[src/rtl/axi_chan_buffer_pkg.sv]
// Shared definitions for the elastic channel buffer: width helpers,
// the beat layout template and the release-mode encoding.
package axi_buf_pkg;

    localparam int DEFAULT_DATA_WIDTH = 64;
    localparam int DEFAULT_DEPTH      = 4;

    // Release policy of the buffer head.
    typedef enum logic {
        SAF_CUT_THROUGH = 1'b0,
        SAF_STORE_FWD   = 1'b1
    } saf_mode_e;

    // One stored beat at the default payload width; modules with another
    // width declare the same layout locally.
    typedef struct packed {
        logic                          last;
        logic [DEFAULT_DATA_WIDTH-1:0] data;
    } beat_t;

    // Pointer width for a DEPTH-entry ring (at least one bit).
    function automatic int ptr_w(input int depth);
        return (depth > 1) ? $clog2(depth) : 1;
    endfunction

    // Counter width able to hold the values 0..DEPTH inclusive.
    function automatic int cnt_w(input int depth);
        return $clog2(depth + 1);
    endfunction

endpackage

[src/rtl/axi_chan_buffer_if.sv]
// Single valid/ready channel bundle (payload + LAST) with source and sink views.
interface axi_chan_buffer_if #(
    parameter int DATA_WIDTH = 64
);
    logic                  valid;
    logic                  ready;
    logic                  last;
    logic [DATA_WIDTH-1:0] data;

    // Side that drives the beat.
    modport master (
        output valid,
        output data,
        output last,
        input  ready
    );

    // Side that receives the beat.
    modport slave (
        input  valid,
        input  data,
        input  last,
        output ready
    );
endinterface

[src/rtl/axi_chan_buffer_core.sv]
// Ring-buffer core: register-array storage, read/write pointers and an
// occupancy counter from which full/empty are derived. Requests that would
// overflow or underflow are ignored here as a second line of defence.
module axi_buf_core
    import axi_buf_pkg::*;
#(
    parameter  int DATA_WIDTH = 64,
    parameter  int DEPTH      = 4,
    localparam int PTR_W      = ptr_w(DEPTH),
    localparam int CNT_W      = cnt_w(DEPTH)
) (
    input  logic                  clk,
    input  logic                  rst,
    input  logic                  push,
    input  logic                  pop,
    input  logic [DATA_WIDTH:0]   wr_beat,
    output logic [DATA_WIDTH:0]   rd_beat,
    output logic [CNT_W-1:0]      occupancy,
    output logic                  full,
    output logic                  empty,
    output logic                  full_next
);

    logic [DATA_WIDTH:0] mem_r [DEPTH];
    logic [PTR_W-1:0]    wr_ptr_r;
    logic [PTR_W-1:0]    rd_ptr_r;
    logic [CNT_W-1:0]    occ_r;
    logic [CNT_W-1:0]    occ_next_s;
    logic                push_ok_s;
    logic                pop_ok_s;

    assign full      = (occ_r == CNT_W'(DEPTH));
    assign empty     = (occ_r == CNT_W'(0));
    assign push_ok_s = push & ~full;
    assign pop_ok_s  = pop & ~empty;
    assign occupancy = occ_r;
    assign rd_beat   = mem_r[rd_ptr_r];
    assign full_next = (occ_next_s == CNT_W'(DEPTH));

    // Next occupancy: simultaneous push and pop leave the count unchanged.
    always_comb begin
        occ_next_s = occ_r;
        case ({push_ok_s, pop_ok_s})
            2'b10:   occ_next_s = occ_r + CNT_W'(1);
            2'b01:   occ_next_s = occ_r - CNT_W'(1);
            default: occ_next_s = occ_r;
        endcase
    end

    // Payload storage; contents are don't-care after reset so no reset here.
    always_ff @(posedge clk) begin
        if (push_ok_s) begin
            mem_r[wr_ptr_r] <= wr_beat;
        end
    end

    // Pointers wrap naturally at DEPTH; occupancy tracks the fill level.
    always_ff @(posedge clk or posedge rst) begin
        if (rst) begin
            wr_ptr_r <= PTR_W'(0);
            rd_ptr_r <= PTR_W'(0);
            occ_r    <= CNT_W'(0);
        end else begin
            if (push_ok_s) begin
                wr_ptr_r <= wr_ptr_r + PTR_W'(1);
            end
            if (pop_ok_s) begin
                rd_ptr_r <= rd_ptr_r + PTR_W'(1);
            end
            occ_r <= occ_next_s;
        end
    end

endmodule

[src/rtl/axi_chan_buffer.sv]
// Elastic valid/ready channel buffer. Wraps the ring core with a registered
// s_ready, a count of complete (LAST-terminated) bursts and the head release
// policy: cut-through, or store-and-forward with a full-buffer escape so a
// burst longer than DEPTH can still drain.
module axi_chan_buffer
    import axi_buf_pkg::*;
#(
    parameter  int DATA_WIDTH = 64,
    parameter  int DEPTH      = 4,
    parameter  int SAF        = 0,
    localparam int CNT_W      = cnt_w(DEPTH)
) (
    input  logic               clk,
    input  logic               rst,
    axi_chan_buffer_if.slave   s_if,
    axi_chan_buffer_if.master  m_if,
    output logic [CNT_W-1:0]   occupancy,
    output logic [CNT_W-1:0]   pkt_count
);

    localparam saf_mode_e MODE = (SAF != 0) ? SAF_STORE_FWD : SAF_CUT_THROUGH;

    typedef struct packed {
        logic                  last;
        logic [DATA_WIDTH-1:0] data;
    } chan_beat_t;

    chan_beat_t       wr_beat_s;
    chan_beat_t       rd_beat_s;
    logic [CNT_W-1:0] occ_s;
    logic             full_s;
    logic             empty_s;
    logic             full_next_s;
    logic             s_ready_r;
    logic [CNT_W-1:0] pkt_r;
    logic [CNT_W-1:0] pkt_next_s;
    logic             m_valid_s;
    logic             push_s;
    logic             pop_s;
    logic             push_last_s;
    logic             pop_last_s;

    assign wr_beat_s.last = s_if.last;
    assign wr_beat_s.data = s_if.data;

    assign push_s      = s_if.valid & s_ready_r;
    assign pop_s       = m_valid_s & m_if.ready;
    assign push_last_s = push_s & s_if.last;
    assign pop_last_s  = pop_s & rd_beat_s.last;

    axi_buf_core #(
        .DATA_WIDTH (DATA_WIDTH),
        .DEPTH      (DEPTH)
    ) u_core (
        .clk        (clk),
        .rst        (rst),
        .push       (push_s),
        .pop        (pop_s),
        .wr_beat    (wr_beat_s),
        .rd_beat    (rd_beat_s),
        .occupancy  (occ_s),
        .full       (full_s),
        .empty      (empty_s),
        .full_next  (full_next_s)
    );

    // s_ready is low through reset and then mirrors "not full" one edge late,
    // so a pop never frees a slot for a push on the same edge.
    always_ff @(posedge clk or posedge rst) begin
        if (rst) begin
            s_ready_r <= 1'b0;
        end else begin
            s_ready_r <= ~full_next_s;
        end
    end

    // Complete-burst count: LAST in adds one, LAST out removes one.
    always_comb begin
        pkt_next_s = pkt_r;
        case ({push_last_s, pop_last_s})
            2'b10:   pkt_next_s = pkt_r + CNT_W'(1);
            2'b01:   pkt_next_s = pkt_r - CNT_W'(1);
            default: pkt_next_s = pkt_r;
        endcase
    end

    // Burst counter register.
    always_ff @(posedge clk or posedge rst) begin
        if (rst) begin
            pkt_r <= CNT_W'(0);
        end else begin
            pkt_r <= pkt_next_s;
        end
    end

    // Head release: any beat in cut-through; a whole burst (or a full
    // buffer, to avoid deadlock on oversize bursts) in store-and-forward.
    always_comb begin
        m_valid_s = 1'b0;
        if (MODE == SAF_STORE_FWD) begin
            m_valid_s = (pkt_r != CNT_W'(0)) | full_s;
        end else begin
            m_valid_s = ~empty_s;
        end
    end

    assign s_if.ready = s_ready_r;
    assign m_if.valid = m_valid_s;
    assign m_if.data  = rd_beat_s.data;
    assign m_if.last  = rd_beat_s.last;
    assign occupancy  = occ_s;
    assign pkt_count  = pkt_r;

endmodule

[src/flat_wrapper.sv]
// flat-port wrapper written by rule: the top's interface ports become plain ports
module axi_chan_buffer_flat import axi_buf_pkg::*;
#(
    parameter  int DATA_WIDTH = 64,
    parameter  int DEPTH      = 4,
    parameter  int SAF        = 0,
    localparam int CNT_W      = cnt_w(DEPTH)
)
  (clk, rst, occupancy, pkt_count, s_if_valid, s_if_data, s_if_last, s_if_ready, m_if_valid, m_if_data, m_if_last, m_if_ready);
  axi_chan_buffer_if #(.DATA_WIDTH(DATA_WIDTH)) s_if_i ();
  axi_chan_buffer_if #(.DATA_WIDTH(DATA_WIDTH)) m_if_i ();
  input  logic clk;
  input  logic rst;
  output logic [CNT_W-1:0] occupancy;
  output logic [CNT_W-1:0] pkt_count;
  input wire logic [$bits(s_if_i.valid)-1:0] s_if_valid;
  input wire logic [$bits(s_if_i.data)-1:0] s_if_data;
  input wire logic [$bits(s_if_i.last)-1:0] s_if_last;
  output wire logic [$bits(s_if_i.ready)-1:0] s_if_ready;
  output wire logic [$bits(m_if_i.valid)-1:0] m_if_valid;
  output wire logic [$bits(m_if_i.data)-1:0] m_if_data;
  output wire logic [$bits(m_if_i.last)-1:0] m_if_last;
  input wire logic [$bits(m_if_i.ready)-1:0] m_if_ready;
  assign s_if_i.valid = s_if_valid;
  assign s_if_i.data = s_if_data;
  assign s_if_i.last = s_if_last;
  assign s_if_ready = s_if_i.ready;
  assign m_if_valid = m_if_i.valid;
  assign m_if_data = m_if_i.data;
  assign m_if_last = m_if_i.last;
  assign m_if_i.ready = m_if_ready;
  axi_chan_buffer #(.DATA_WIDTH(DATA_WIDTH), .DEPTH(DEPTH), .SAF(SAF)) u_core (.clk(clk), .rst(rst), .s_if(s_if_i), .m_if(m_if_i), .occupancy(occupancy), .pkt_count(pkt_count));
endmodule
[config.mk]
export PLATFORM = sky130hd
export DESIGN_NAME = axi_chan_buffer_flat
export DESIGN_NICKNAME = d
export VERILOG_FILES = /design/src/rtl/axi_chan_buffer_pkg.sv /design/src/rtl/axi_chan_buffer_if.sv /design/src/rtl/axi_chan_buffer_core.sv /design/src/rtl/axi_chan_buffer.sv /design/src/flat_wrapper.sv
export SDC_FILE = /design/constraint.sdc
export NUM_CORES = 1
export LEC_CHECK = 0
export BUFFER_PORTS_ARGS = -buffer_cell sky130_fd_sc_hd__buf_2
export CAP_MARGIN = 0
export CORE_MARGIN = 2
export CORE_UTILIZATION = 45
export DETAILED_ROUTE_END_ITERATION = 8
export PLACE_DENSITY = 0.68
export RECOVER_POWER = 50
export SYNTH_ARGS = -nofsm -noshare
export SYNTH_HDL_FRONTEND = slang
export SYNTH_SLANG_ARGS = --single-unit
[constraint.sdc]
create_clock -name clk -period 6.45 [get_ports clk]
set_input_delay 0.3225 -clock clk [delete_from_list [all_inputs] [get_ports clk]]
set_output_delay 0.3225 -clock clk [all_outputs]
set_load 0.01 [all_outputs]
# Word-level counts from Yosys, hierarchy flattened
# Memories as Yosys holds them, arrays and structs flattened.
# Cells that the tools add are included.
[word_totals] mem_bits_rw=260 output_inout_bits=73 register_bits=11 rom_bits=0 wordCells=33 latchBits=0 in_bits=69 mem_count=1
[mem_list] memory="u_core.u_core.mem_r" depth=4 width=65 rd=1 rd_clocked_by_memory_dff=0 write_ports=1 line="axi_chan_buffer_core.sv:24" rtl="logic [DATA_WIDTH:0] mem_r [DEPTH];"
[op_classes] eq_ne=6 shifts=0 reduce_logical=2 n_mul=0 magnitude_cmp=0 muxes=4 n_addsub=6 bitwise=9 n_div=0
[ops] op="$pmux W3 S2" count=2
[ops] op="$add A3 B1 Y3 const B" count=2
[ops] op="$and A1 B1 Y1" count=6
[ops] op="$eq A3 B3 Y1 const B" count=2
[ops] op="$sub A3 B1 Y3 const B" count=2
[ops] op="$add A2 B1 Y2 const B" count=2
[ops] op="$eq A2 B1 Y1 const B" count=2
[ops] op="$eq A2 B2 Y1 const B" count=2
[ops] op="$logic_not A3 Y1" count=1
[ops] op="$not A1 Y1" count=3
[ops] op="$mux W1" count=2
[ops] op="$reduce_bool A2 Y1" count=1

# Longest topological paths before layout
[depth] word_depth=8 depth_mapped=9 depth_no_buf=9

# By module
# Synthesis repeated with hierarchy kept, for this count alone.
[unflattened] cells_unflattened=398 area_unflattened_um2=10053.4
[modules_own_cells] module="axi_buf_core" seq_area_each_um2=7982.7 n_inst=1 area_per_inst_um2=9845.7 cells_each=380
[modules_own_cells] module="axi_chan_buffer" seq_area_each_um2=100.1 n_inst=1 area_per_inst_um2=207.7 cells_each=18

# Least setup slack after synthesis
# OpenSTA, ideal clock, no wires.
[synth_timing] path_type="register to register" from="register u_core.u_core.occ_r[0], in the netlist u_core.u_core.occupancy[0]" to="memory u_core.u_core.mem_r[0][0] (netlist bit) (enable)" n_path_buf=0 synth_period_minus_slack_ns=2.852 t_required_ns=6.020 path_slack_ns=3.598 t_arrival_ns=2.422 setup_time_ns=0.430 path_stages_with_launch=4 cell_sequence="dfrtp_1 > inv_1 > a31oi_2 > and2_1"
[synth_between] elab_chain_cells=5
[synth_lines] element="start, declared" line="axi_chan_buffer_core.sv:27" rtl="logic [CNT_W-1:0] occ_r;"
[synth_lines] element="start signal, assigned" line="axi_chan_buffer_core.sv:70" rtl="occ_r <= occ_next_s;"
[synth_lines] element="$eq A3 B3 Y1" line="axi_chan_buffer_core.sv:32" rtl="assign full = (occ_r == CNT_W'(DEPTH));"
[synth_lines] element="$not A1 Y1" line="axi_chan_buffer_core.sv:34" rtl="assign push_ok_s = push & ~full;"
[synth_lines] element="$and A1 B1 Y1" line="axi_chan_buffer_core.sv:34"
[synth_lines] element="$mux W1" line="axi_chan_buffer_core.sv:52" rtl="if (push_ok_s) begin"
[synth_lines] element="$mux W1 (not written as such)" line="axi_chan_buffer_core.sv:53" rtl="mem_r[wr_ptr_r] <= wr_beat;"
[synth_lines] element="end, declared" line="axi_chan_buffer_core.sv:24"
# Every way passes these cells.

# Final worst setup path
[layout_timing] from="register u_core.u_core.occ_r[0], in the netlist u_core.u_core.occupancy[0]" to="memory u_core.u_core.mem_r[1][30] (netlist bit) (enable)"
# The elaborated chain is that of the path after synthesis.

==> results.cfg <==
[outcome]
status = finished, violations left
violations = capacitance limit, slew limit

[grt]
grt_pass1_wl_um = 27800
grt_overflow_total = 0
antenna_found_initial = 1
grt_max_degree = 67
grt_pass1_vias = 5078
grt.total_usage = 0.152

[synth]
synth_top_area_cell = edfxtp_1
synth_common_cells = 260 x edfxtp_1, 64 x mux4_2, 11 x dfrtp_1, 10 x inv_1
synth.distinct_cells = 25
ys_ff_latch = 271
syn-num-nets = 473
ys_warn_count = 0
yosysMostFrequentCell = edfxtp_1
avgSynthCellArea_um2 = 25.4
async_flop_share = 0.0406
synth_area_leaders = edfxtp_1 78%, mux4_2 14%, dfrtp_1 2.7%
synth_seq_area_share = 0.803
syn_area_mm2 = 0.0101
synth_edf_count = 260
synth_top_area_share = 0.776
dominantRegCellSynth = edfxtp_1
syn_inst = 396

[pwr]
p_leak_nw = 4.00
powerDensity_mw_per_mm2 = 458
pwr-share-seq = 0.470
netSwitchingPower_w = 0.00157
swShare = 0.287
p_clk_frac = 0.266
p_int_w = 0.00391
comb_power_share = 0.264
vdd_ir_drop_max_v = 0.000289

[worst_setup_path]
max_stage_delay_ps = 2610
worstPathCellList = inv_1 > a31oi_1 > and2_1
slowest_stage = and2_1
cp-start-kind = flop
critPathKind = flop to flop
cp.required_ps = 6500
worstPathMaxFanout = 65
cp-end-kind = flop
cp.arrival_ps = 4210
r2r_start = u_core.u_core.occupancy[0]
crit_path_start = u_core.u_core.occupancy[0]

[floorplanning]
start_util = 0.460
core-area_mm2 = 0.0219
die_w_um = 154
io_pins = 142
num_rows = 54
die_h_um = 154
dieArea_mm2 = 0.0236

[timing]
setup_viol = 0
fin_skew_ps = 14.8
drv_slew = 224
clock.fmax_mhz = 240
hold_viol = 0
fin_crit_sh = 0.646
min_period_ps = 4170
worst_pin_slew_ps = 3500
rsz0062_at_grt = no
slew_headroom = -1.33
tns_ps = 0
whs_ps = 74.2

[drt]
drt-initial-drc-count = 261
routed_wl_um = 17700
drc = 0
wire_per_inst_um = 20.1
drt_first_pass_iters = 4
viasPerCell = 5.23
vias = 4606
antenna_left = 0

[placed_design]
routabilityCongestion = 0.723
dp_cells = 803
portBuffers = 141
post-dp-hpwl_um = 10100

[cts]
cts_buffer_depth = 3
clkTransAtPathRegs_ps = 60
cts_resized = 0
cts-buffers-inserted = 27
clkSinkCount = 271
clock_latency_ps = 530
cts_max_level = 1
cts_root_buf = clkbuf_16
cts_tree = yes

[job]
max_cap_viol_count = 4

[finish]
instances_no_fill = 881
n_fill_cell = 1714
final_nets = 657
synthToLayoutAreaGrowth_pct = 19.2
drive_gt1_frac = 0.290

[hold_path]
hold_path.class = input pin to flop
worstHoldStart = s_if_data[41]
==> worst paths after layout <==
path / to / cells past startpoint / slack (ps)
max: u_core.u_core.mem_r[1][30] / 3 / 2280
min: u_core.u_core.mem_r[1][41] / 1 / 70
max reg2reg: u_core.u_core.mem_r[1][30] / 3 / 2280
min reg2reg: u_core.pkt_count[2] / 1 / 490
max in group asynchronous: u_core.u_core.rd_ptr_r[1] / 3 / 5750
min in group asynchronous: u_core.pkt_count[1] / 3 / 340
==> critical path: cells and delay by family, from the launching register on <==
family / cells / cell delay [ps]
AOI/OAI and AO/OA: 1 / 530
buffers and inverters: 1 / 110
DFF: 1 / 420
and+or+nand+nor: 1 / 2610
==> cell families after synthesis <==
kind of cell / synth area share
XOR/XNOR: 0.00696
buffers and inverters: 0.0196
adder cells (fa/ha/maj): 0.0114
multiplexers: 0.149
flip-flops: 0.803
AND/OR/NAND/NOR: 0.00634
AO/OA/AOI/OAI: 0.00348
==> flip-flops by register name, indices dropped and copies added, names as in the netlist <==
name,flops
u_core.pkt_count,3
u_core.s_if.ready,1
u_core.u_core.occupancy,3
u_core.u_core.mem_r,260
u_core.u_core.wr_ptr_r,2
u_core.u_core.rd_ptr_r,2
==> cell type report <==
class | count | area, um2 | share of cell area
Sequential cell | 271 | 8090 | 0.674
Inverter | 10 | 37.5 | 0.00313
Timing Repair Buffer | 170 | 902 | 0.0752
Antenna cell | 1 | 2.50 | 0.000209
Tap cell | 280 | 350 | 0.0292
Clock inverter | 15 | 131 | 0.0110
Multi-Input combinational cell | 100 | 1780 | 0.148
Clock buffer | 34 | 702 | 0.0585
==> metrics by stage <==
stage | util | area (um2) | total power (W) | setup slack, ps
finish | 0.548 | 12000 | 0.00549 | 2280
global route | 0.548 | 12000 | 0.00578 | 1830
CTS | 0.551 | 12100 | 0.00558 | 3060
detailed placement | 0.502 | 11000 | 0.00410 | 3620
global placement | 0.502 | 11000 | 0.00405 | 3640
floorplan | - | 10100 | 0.00359 | 3600
==> power by group through the flow <==
| stage | Combinational (W) | Clock (W) | Sequential, W |
|---|---|---|---|
| 3_5_place_dp | 0.00149 | 0 | 0.00261 |
| 5_1_grt | 0.00158 | 0.00157 | 0.00263 |
| 4_1_cts | 0.00151 | 0.00150 | 0.00257 |
| 3_3_place_gp | 0.00147 | 0 | 0.00258 |
| 6_report | 0.00145 | 0.00146 | 0.00258 |
| 2_1_floorplan | 0.00114 | 0 | 0.00245 |
==> layer usage <==
layer  vias up  part of all wire  GRT usage
met4         0             0.013     0.0336
met5         -                 0          0
met3        18             0.063     0.0369
met1      2411              0.41      0.200
li1       2047                 -          -
met2       130              0.52      0.260
==> timing repair <==
item	4_1_cts	5_1_grt
hold endpoints to repair	99	8
setup buffers	0	0
hold buffers	25	3
==> cells in the final DEF, fill, tap and decap left out, types with 6 or more instances in the layout <==
cell | synthesis | routed
edfxtp_1 | 260 | 260
dlygate4sd3_1 | 0 | 28
clkbuf_1 | 1 | 80
clkinv_2 | 0 | 6
buf_2 | 6 | 68
clkbuf_16 | 0 | 27
mux4_2 | 64 | 64
inv_1 | 10 | 10
dfrtp_1 | 11 | 10
ha_1 | 6 | 6
No activity file was read; power rests on OpenSTA's default activity.
